--- config.mk ---
export PLATFORM = sky130hd
export DESIGN_NAME = xdma_axis_pkt_rr_mux
export DESIGN_NICKNAME = d
export VERILOG_FILES = /design/src/rtl/xdma_axis_pkt_rr_mux.sv
export SDC_FILE = /design/constraint.sdc
export NUM_CORES = 2
export LEC_CHECK = 0
export ABC_AREA = 1
export BUFFER_PORTS_ARGS = -buffer_cell sky130_fd_sc_hd__buf_2
export CORE_AREA = 2 2 684 686
export DETAILED_ROUTE_END_ITERATION = 7
export DIE_AREA = 0 0 686 688
export HOLD_SLACK_MARGIN = 0.15
export SKIP_LAST_GASP = 1
export SLEW_MARGIN = 0
export SYNTH_ARGS = -nofsm -noshare
export SYNTH_HDL_FRONTEND = slang
export SYNTH_SLANG_ARGS = --single-unit
--- constraint.sdc ---
create_clock -name xdma_clk -period 96 [get_ports xdma_clk]
set_clock_uncertainty 0.15 [all_clocks]
set_input_delay 0 -clock xdma_clk [delete_from_list [all_inputs] [get_ports xdma_clk]]
set_output_delay 0 -clock xdma_clk [all_outputs]
set_load 0.02 [all_outputs]
--- src/rtl/xdma_axis_pkt_rr_mux.sv ---
// ============================================================================
// xdma_axis_pkt_rr_mux : packet-atomic round-robin AXI-Stream N:1 mux with a
//                        2-entry output skid buffer and per-channel counters.
// Revision 1.0
// ============================================================================
`default_nettype none

module xdma_axis_pkt_rr_mux #(
   parameter int CH_NUM       = 2,
   parameter int TDATA_WIDTH  = 512,
   parameter int TKEEP_WIDTH  = TDATA_WIDTH / 8,
   parameter int TUSER_WIDTH  = 1,
   parameter int CH_IDX_WIDTH = (CH_NUM > 1) ? $clog2(CH_NUM) : 1
) (
   input  logic                          xdma_clk,
   input  logic                          xdma_reset,
   input  logic [CH_NUM-1:0]             ch_enable,
   input  logic [CH_NUM-1:0]             s_axis_tvalid,
   output logic [CH_NUM-1:0]             s_axis_tready,
   input  logic [CH_NUM-1:0]             s_axis_tlast,
   input  logic [CH_NUM*TDATA_WIDTH-1:0] s_axis_tdata,
   input  logic [CH_NUM*TKEEP_WIDTH-1:0] s_axis_tkeep,
   input  logic [CH_NUM*TUSER_WIDTH-1:0] s_axis_tuser,
   output logic                          m_axis_tvalid,
   input  logic                          m_axis_tready,
   output logic                          m_axis_tlast,
   output logic [TDATA_WIDTH-1:0]        m_axis_tdata,
   output logic [TKEEP_WIDTH-1:0]        m_axis_tkeep,
   output logic [TUSER_WIDTH-1:0]        m_axis_tuser,
   output logic [CH_IDX_WIDTH-1:0]       m_axis_tid,
   output logic [CH_NUM*16-1:0]          pkt_cnt
);

   typedef enum logic [0:0] {
      ST_IDLE   = 1'b0,
      ST_LOCKED = 1'b1
   } state_t;

   state_t                  r_state, w_state_nxt;
   logic [CH_IDX_WIDTH-1:0] r_last, r_lock;
   logic [CH_IDX_WIDTH-1:0] w_scan, w_rr_idx, w_sel;
   logic                    w_rr_vld, w_sel_vld, w_sel_last;
   logic                    w_space, w_accept, w_pop, w_pkt_done;

   logic [TDATA_WIDTH-1:0]  w_ch_data [CH_NUM];
   logic [TKEEP_WIDTH-1:0]  w_ch_keep [CH_NUM];
   logic [TUSER_WIDTH-1:0]  w_ch_user [CH_NUM];

   logic [TDATA_WIDTH-1:0]  r_buf_data [2];
   logic [TKEEP_WIDTH-1:0]  r_buf_keep [2];
   logic [TUSER_WIDTH-1:0]  r_buf_user [2];
   logic                    r_buf_last [2];
   logic [CH_IDX_WIDTH-1:0] r_buf_tid  [2];
   logic                    r_wr_ptr, r_rd_ptr;
   logic [1:0]              r_count;

   // Space is judged on the registered fill level only, so s_axis_tready
   // never sees m_axis_tready combinationally.
   assign w_space    = (r_count != 2'd2);
   assign w_pop      = m_axis_tready & (r_count != 2'd0);
   assign w_sel_last = s_axis_tlast[w_sel];
   assign w_accept   = w_sel_vld & w_space & s_axis_tvalid[w_sel];
   assign w_pkt_done = w_accept & w_sel_last;

   // Round-robin scan; the lowest offset from last_grant is written last and wins.
   always_comb begin
      w_rr_vld = 1'b0;
      w_rr_idx = '0;
      w_scan   = '0;
      for (int k = CH_NUM; k >= 1; k--) begin
         w_scan = CH_IDX_WIDTH'((int'(r_last) + k) % CH_NUM);
         if (ch_enable[w_scan] & s_axis_tvalid[w_scan]) begin
            w_rr_vld = 1'b1;
            w_rr_idx = w_scan;
         end
      end
   end

   always_comb begin
      w_state_nxt = r_state;
      w_sel       = r_lock;
      w_sel_vld   = 1'b0;
      case (r_state)
         ST_IDLE: begin
            w_sel     = w_rr_idx;
            w_sel_vld = w_rr_vld;
            if (w_accept && !w_sel_last)
               w_state_nxt = ST_LOCKED;
         end
         ST_LOCKED: begin
            w_sel_vld = 1'b1;
            if (w_pkt_done)
               w_state_nxt = ST_IDLE;
         end
         default: w_state_nxt = ST_IDLE;
      endcase
   end

   always_comb begin
      s_axis_tready = '0;
      if (w_sel_vld && w_space && !xdma_reset)
         s_axis_tready[w_sel] = 1'b1;
   end

   always_ff @(posedge xdma_clk or posedge xdma_reset) begin
      if (xdma_reset)
         r_state <= ST_IDLE;
      else
         r_state <= w_state_nxt;
   end

   always_ff @(posedge xdma_clk or posedge xdma_reset) begin
      if (xdma_reset) begin
         r_last <= CH_IDX_WIDTH'(CH_NUM - 1);
         r_lock <= '0;
      end else if (w_accept) begin
         r_lock <= w_sel;
         if (w_sel_last)
            r_last <= w_sel;
      end
   end

   for (genvar gi = 0; gi < CH_NUM; gi++) begin : g_ch
      logic [15:0] r_pkt_cnt;

      assign w_ch_data[gi] = s_axis_tdata[gi*TDATA_WIDTH +: TDATA_WIDTH];
      assign w_ch_keep[gi] = s_axis_tkeep[gi*TKEEP_WIDTH +: TKEEP_WIDTH];
      assign w_ch_user[gi] = s_axis_tuser[gi*TUSER_WIDTH +: TUSER_WIDTH];
      assign pkt_cnt[gi*16 +: 16] = r_pkt_cnt;

      always_ff @(posedge xdma_clk or posedge xdma_reset) begin
         if (xdma_reset)
            r_pkt_cnt <= '0;
         else if (w_pkt_done && (w_sel == CH_IDX_WIDTH'(gi)))
            r_pkt_cnt <= r_pkt_cnt + 16'd1;
      end
   end

   always_ff @(posedge xdma_clk or posedge xdma_reset) begin
      if (xdma_reset) begin
         r_wr_ptr <= 1'b0;
         r_rd_ptr <= 1'b0;
         r_count  <= 2'd0;
         for (int e = 0; e < 2; e++) begin
            r_buf_data[e] <= '0;
            r_buf_keep[e] <= '0;
            r_buf_user[e] <= '0;
            r_buf_last[e] <= 1'b0;
            r_buf_tid[e]  <= '0;
         end
      end else begin
         if (w_accept) begin
            r_buf_data[r_wr_ptr] <= w_ch_data[w_sel];
            r_buf_keep[r_wr_ptr] <= w_ch_keep[w_sel];
            r_buf_user[r_wr_ptr] <= w_ch_user[w_sel];
            r_buf_last[r_wr_ptr] <= w_sel_last;
            r_buf_tid[r_wr_ptr]  <= w_sel;
            r_wr_ptr             <= ~r_wr_ptr;
         end
         if (w_pop)
            r_rd_ptr <= ~r_rd_ptr;
         case ({w_accept, w_pop})
            2'b10:   r_count <= r_count + 2'd1;
            2'b01:   r_count <= r_count - 2'd1;
            default: r_count <= r_count;
         endcase
      end
   end

   assign m_axis_tvalid = (r_count != 2'd0);
   assign m_axis_tdata  = r_buf_data[r_rd_ptr];
   assign m_axis_tkeep  = r_buf_keep[r_rd_ptr];
   assign m_axis_tuser  = r_buf_user[r_rd_ptr];
   assign m_axis_tlast  = r_buf_last[r_rd_ptr];
   assign m_axis_tid    = r_buf_tid[r_rd_ptr];

endmodule

`default_nettype wire

Word level (Yosys, flattened, before mapping):

Cells that the tools add are included.
W data, S select, Z words.

* bits in registers: 1197
* bits in latches: 0
* RAM bits: 0
* ROM bits: 0
* input port bits: 1163
* output and inout bits: 614
* logic and storage cells: 120
* memories: 0

* $add $sub $neg: 6
* multiply operators: 0
* div/mod/pow operators: 0
* $lt $le $gt $ge: 8
* eq/ne operators: 3
* shift operators: 0
* muxes and demuxes: 60
* bitwise operators: 13
* reductions and logical operators: 12

Operators with widths (count)
* $mux W512: 7
* $bwmux W1024: 1
* $demux W512 S1: 1
* $mux W64: 7
* $bwmux W128: 1
* $demux W64 S1: 1
* $mux W1: 33
* $add A16 B1 Y16 const B: 2
* $logic_and A1 B1 Y1: 7
* $and A1 B1 Y1: 6
* $bwmux W2: 3
* $ge A2 B2 Y1 const B: 3
* $lt A1 B2 Y1 const B: 3
* $not A1 Y2: 3
* $not A1 Y1: 4
* $pmux W1 S2: 2
* $pmux W2 S2: 1
* $reduce_bool A2 Y1: 2
* $add A1 B1 Y1 const B: 2
* $add A2 B1 Y2 const B: 1
* $demux W1 S1: 2
* $eq A2 B1 Y1 const B: 1
* $eq A2 B2 Y1 const B: 1
* $logic_not A1 Y1: 2
* other kinds (6): 6

Depth between registers and ports, before layout:

* depth in word-level cells: 13
* gate-level depth with buffers: 12
* depth with buffers taken out: 10

Worst setup path before layout:

No wires, ideal clock.

* path type: input to output
* start point: input xdma_reset
* end point: output s_axis_tready[0]
* arrival: 26933 ps
* data required time: 95850 ps
* path slack: 68916 ps
* stages: 3
* path buffers: 0
* cells stage by stage: inv_1 nand2_1 nor2_1

* word-level cells in the longest chain between the ends: 3

Ends and longest elaborated chain
* start: declaration: line 16 `input logic xdma_reset,`
* $logic_not A1 Y1 (no source line)
* $logic_and A1 B1 Y1: line 101 `if (w_sel_vld && w_space && !xdma_reset)`
* $mux W2: line 101
* end: declaration: line 19 `output logic [CH_NUM-1:0] s_axis_tready,`

Every way passes these cells.

Final worst setup path:

* start point: register r_last
* end point: register r_buf_data[719] (netlist name)

* word-level cells in the longest chain between the ends: 12
* elaborated cells on any way between the ends: 27
* those cells by class: add/sub (2); mux (20); bitwise (5)

Ends and longest elaborated chain
* start: declaration: line 40 `logic [CH_IDX_WIDTH-1:0] r_last, r_lock;`
* start signal: assignment: line 114 `r_last <= CH_IDX_WIDTH'(CH_NUM - 1);`
* start signal: assignment: line 119 `r_last <= w_sel;`
* $add A1 B1 Y1: line 71 `w_scan = CH_IDX_WIDTH'((int'(r_last) + k) % CH_NUM);`
* $mux W1 (implied by the code) (2 in series): line 72 `if (ch_enable[w_scan] & s_axis_tvalid[w_scan]) begin`
* $and A1 B1 Y1: line 72
* $mux W1 (2 in series): line 72
* $mux W1: line 83 `case (r_state)`
* $not A1 Y2 (implied by the code): line 153 `r_buf_data[r_wr_ptr] <= w_ch_data[w_sel];`
* $mux W512 (implied by the code) (3 in series): line 153
* $bwmux W1024: line 153
* end signal: indexed assignment: line 153
* end: declaration: line 49 `logic [TDATA_WIDTH-1:0] r_buf_data [2];`

Parallel ways exist; a longest one is shown, timed or not. The select of a mux whose other input is x is not followed.
A chain may end at the register's enable or synchronous reset.

==> metrics.cfg <==
[outcome]
status = complete, but fails checks
violations = design-rule violations

[synth]
synth.avg_cell_area_um2 = 7.07
ys_seq_elements = 1197
yosysSeqAreaShare_pct = 50.7
synth.distinct_cells = 30
yosys.area.top_type = dfrtp_1
netlist_area_um2 = 59100
synthTopCellsByArea = dfrtp_1, nand2_1, o21ai_0
synth_cells = 8360
synth.top_cell.area_share_pct = 50.7
yosys_warnings = 0
synth_fp_nets = 9526

[power]
seqPwrFrac_pct = 23.7
switching_share_pct = 49.5
combPwrFrac_pct = 59.7
internal-power_w = 0.00180
p_clk_share_pct = 16.6
ir_drop_mv = 0.0219
pwr_density_cell_nw_per_um2 = 32.7
leakage_nw = 52.5
p_sw_w = 0.00177

[placed_design]
port_buffers = 1776
hpwl_um = 320000
dpl.cell_count = 15904
place_congestion = 1.02

[grt]
met1_usage_pct = 20.6
grt_util_met3_pct = 7.44
grt_overflow_total = 0
grt_pass1_vias = 77024
grt_first_pass_wirelength_um = 590000
antenna_found_initial = 344
grt_max_degree = 178
grt.busiest_layer = met2
grt.total_usage_pct = 17.6
grtUsageMet2_pct = 26.3

[clock_tree]
clock_latency_ps = 830
clock_path_buffers = 4
path_clk_slew_ps = 60
clock-sinks = 1197
cts-buffers-inserted = 151
cts_root_buffer = clkbuf_16
htree_levels = 4
cts_tree = done
cts_setup_buffers = 0

[setup_path]
required_ps = 96590
crit_start = r_last
crit_type = reg -> reg
critical_path_arrival_ps = 7630
startpoint_type = flip-flop
end_kind = flip-flop
regToRegStartpoint = r_last
crit_fanout = 177

[floorplan]
fp.coreArea_um2 = 465000
initial_utilization_pct = 12.7
num_rows = 251
die_w_um = 686
fp.dieH_um = 688
dieArea_um2 = 472000
num_io_pins = 1777

[final_layout]
num-fill-cells = 50118
fin_nets = 13970
syn_to_final_growth_pct = 84.5
final_core_util_pct = 23.4
drive_above_1_share_pct = 16.4
fin_cells = 19308

[sta]
finalHoldViolations = 0
relSlewSlack_pct = 20.9
hold_ws_ps = 218
rsz0062_at_grt = no
fmax_mhz = 142
maxSlewViolCount = 0
fin_crit_sh_pct = 7.34
worstMarginPinSlew_ps = 1170
setup_viol = 0
tns_ps = 0
period_needed_ps = 7040

[flow_run]
max_cap_violations = 0

[min_path]
hold_start = s_axis_tdata[277]
min_path_type = in -> reg

[detailed_routing]
wl_per_cell_um = 22.6
drt_iter0_drc = 9078
final_antenna_net_count = 0
post-route-drc-count = 9
wl_um = 436000
via_count = 78647
dr.pass1.iters = 8
detail_route.vias_per_cell = 4.07

==> power groups by stage <==
stage / clock, W / combinational, W / sequential [W]
after floorplan: 0 / 0.00102 / 0.000831
after global placement: 0 / 0.00169 / 0.000842
after detailed placement: 0 / 0.00170 / 0.000846
after CTS: 0.000608 / 0.00207 / 0.000840
after global routing: 0.000624 / 0.00229 / 0.000867
final: 0.000593 / 0.00213 / 0.000846
==> sequential cells by signal, indices dropped and copies added, names as in the netlist, 2 cells and up, named ones only <==
signal and count:
r_count 2, r_buf_user 2, r_buf_keep 128, r_buf_data 1024, g_ch.r_pkt_cnt 32, r_buf_tid 2
r_buf_last 2
==> worst max-delay path, stage by stage (launching register included) <==
cell	delay, ps
dfstp_2	530
nand3_1	150
nand2_2	180
nand2_4	360
nand2_1	280
nand3_4	70
dlygate4sd3_1	670
nor2_4	150
buf_4	730
buf_4	480
buf_4	730
buf_12	570
buf_4	830
nand2_1	110
dlygate4sd3_1	590
o21ai_0	70
==> cell usage after synthesis (all sizes together) <==
cell	instances
buf	349
xnor2	6
inv	617
dfrtp	1196
nor3	8
xor2	15
ha	3
clkbuf	170
nor2	34
a21boi	1
a21oi	3
dfstp	1
nand3	36
nand4	5
nand3b	2
o21ai	1177
o21a	1
nand2	4735
clkinv	1
==> final timing paths <==
check	cells past startpoint	slack [ps]	to
max in group asynchronous	8	91730	r_buf_keep[109]
max reg2reg	15	88960	r_buf_data[719]
min reg2reg	2	330	r_buf_data[5]
min	6	220	r_buf_data[277]
max	15	88960	r_buf_data[719]
min in group asynchronous	4	270	r_buf_data[933]
==> cells in the final DEF, fill, tap and decap left out, drive strengths merged <==
cell,instances
dfrtp,1196
nor2,34
nand3,36
ha,3
dlygate4sd3,2945
clkinv,25
nand4,5
diode,194
dfstp,1
nand2,4735
buf,1865
nand3b,2
bufinv,8
nor3,8
a21boi,1
clkinvlp,4
clkbuf,222
xor2,15
xnor2,6
a21oi,3
o21ai,1177
inv,624
o21a,1
==> through the flow <==
| step | power, W | cell area [µm²] | worst slack [ps] |
|---|---|---|---|
| global placement | 0.00253 | 74100 | 90210 |
| finish | 0.00357 | 109000 | 88960 |
| detailed placement | 0.00255 | 74100 | 90080 |
| global route | 0.00378 | 109000 | 88540 |
| floorplan | 0.00185 | 59100 | 62110 |
| CTS | 0.00352 | 109000 | 89100 |
==> cell families after synthesis <==
| group | after synthesis | share of synthesized area [%] |
|---|---|---|
| and+or+nand+nor | 4820 | 30.8 |
| DFF | 1197 | 50.7 |
| AOI/OAI and AO/OA | 1182 | 10.0 |
| buffers and inverters | 1137 | 8.07 |
| xor gates and xnor gates | 21 | 0.311 |
| adders and majority gates | 3 | 0.0635 |
==> layer usage <==
metal  part of all wire [%]  wire length (µm)  vias up
li1                       -                 -    34589
met1                     38            165000    37250
met2                     42            182000     4889
met3                     12             52200     1739
met4                    8.1             35300      180
met5                   0.34              1460        -
==> timing repair <==
item / CTS / global route
hold endpoints to repair: 1446 / 0
gates resized for setup: 0 / 0
hold buffers: 2945 / 0
==> cell type report <==
class	count	area [µm²]	area share, %
sequential	1197	30000	27.5
multi-input combinational	6026	24400	22.4
timing repair buffer	4810	39100	35.9
clock buffer	222	4470	4.10
clock inverter	43	541	0.496
tap	6198	7750	7.11
antenna	194	485	0.445
inverter	618	2340	2.15
Note: power is estimated with default switching activity, not from simulation.
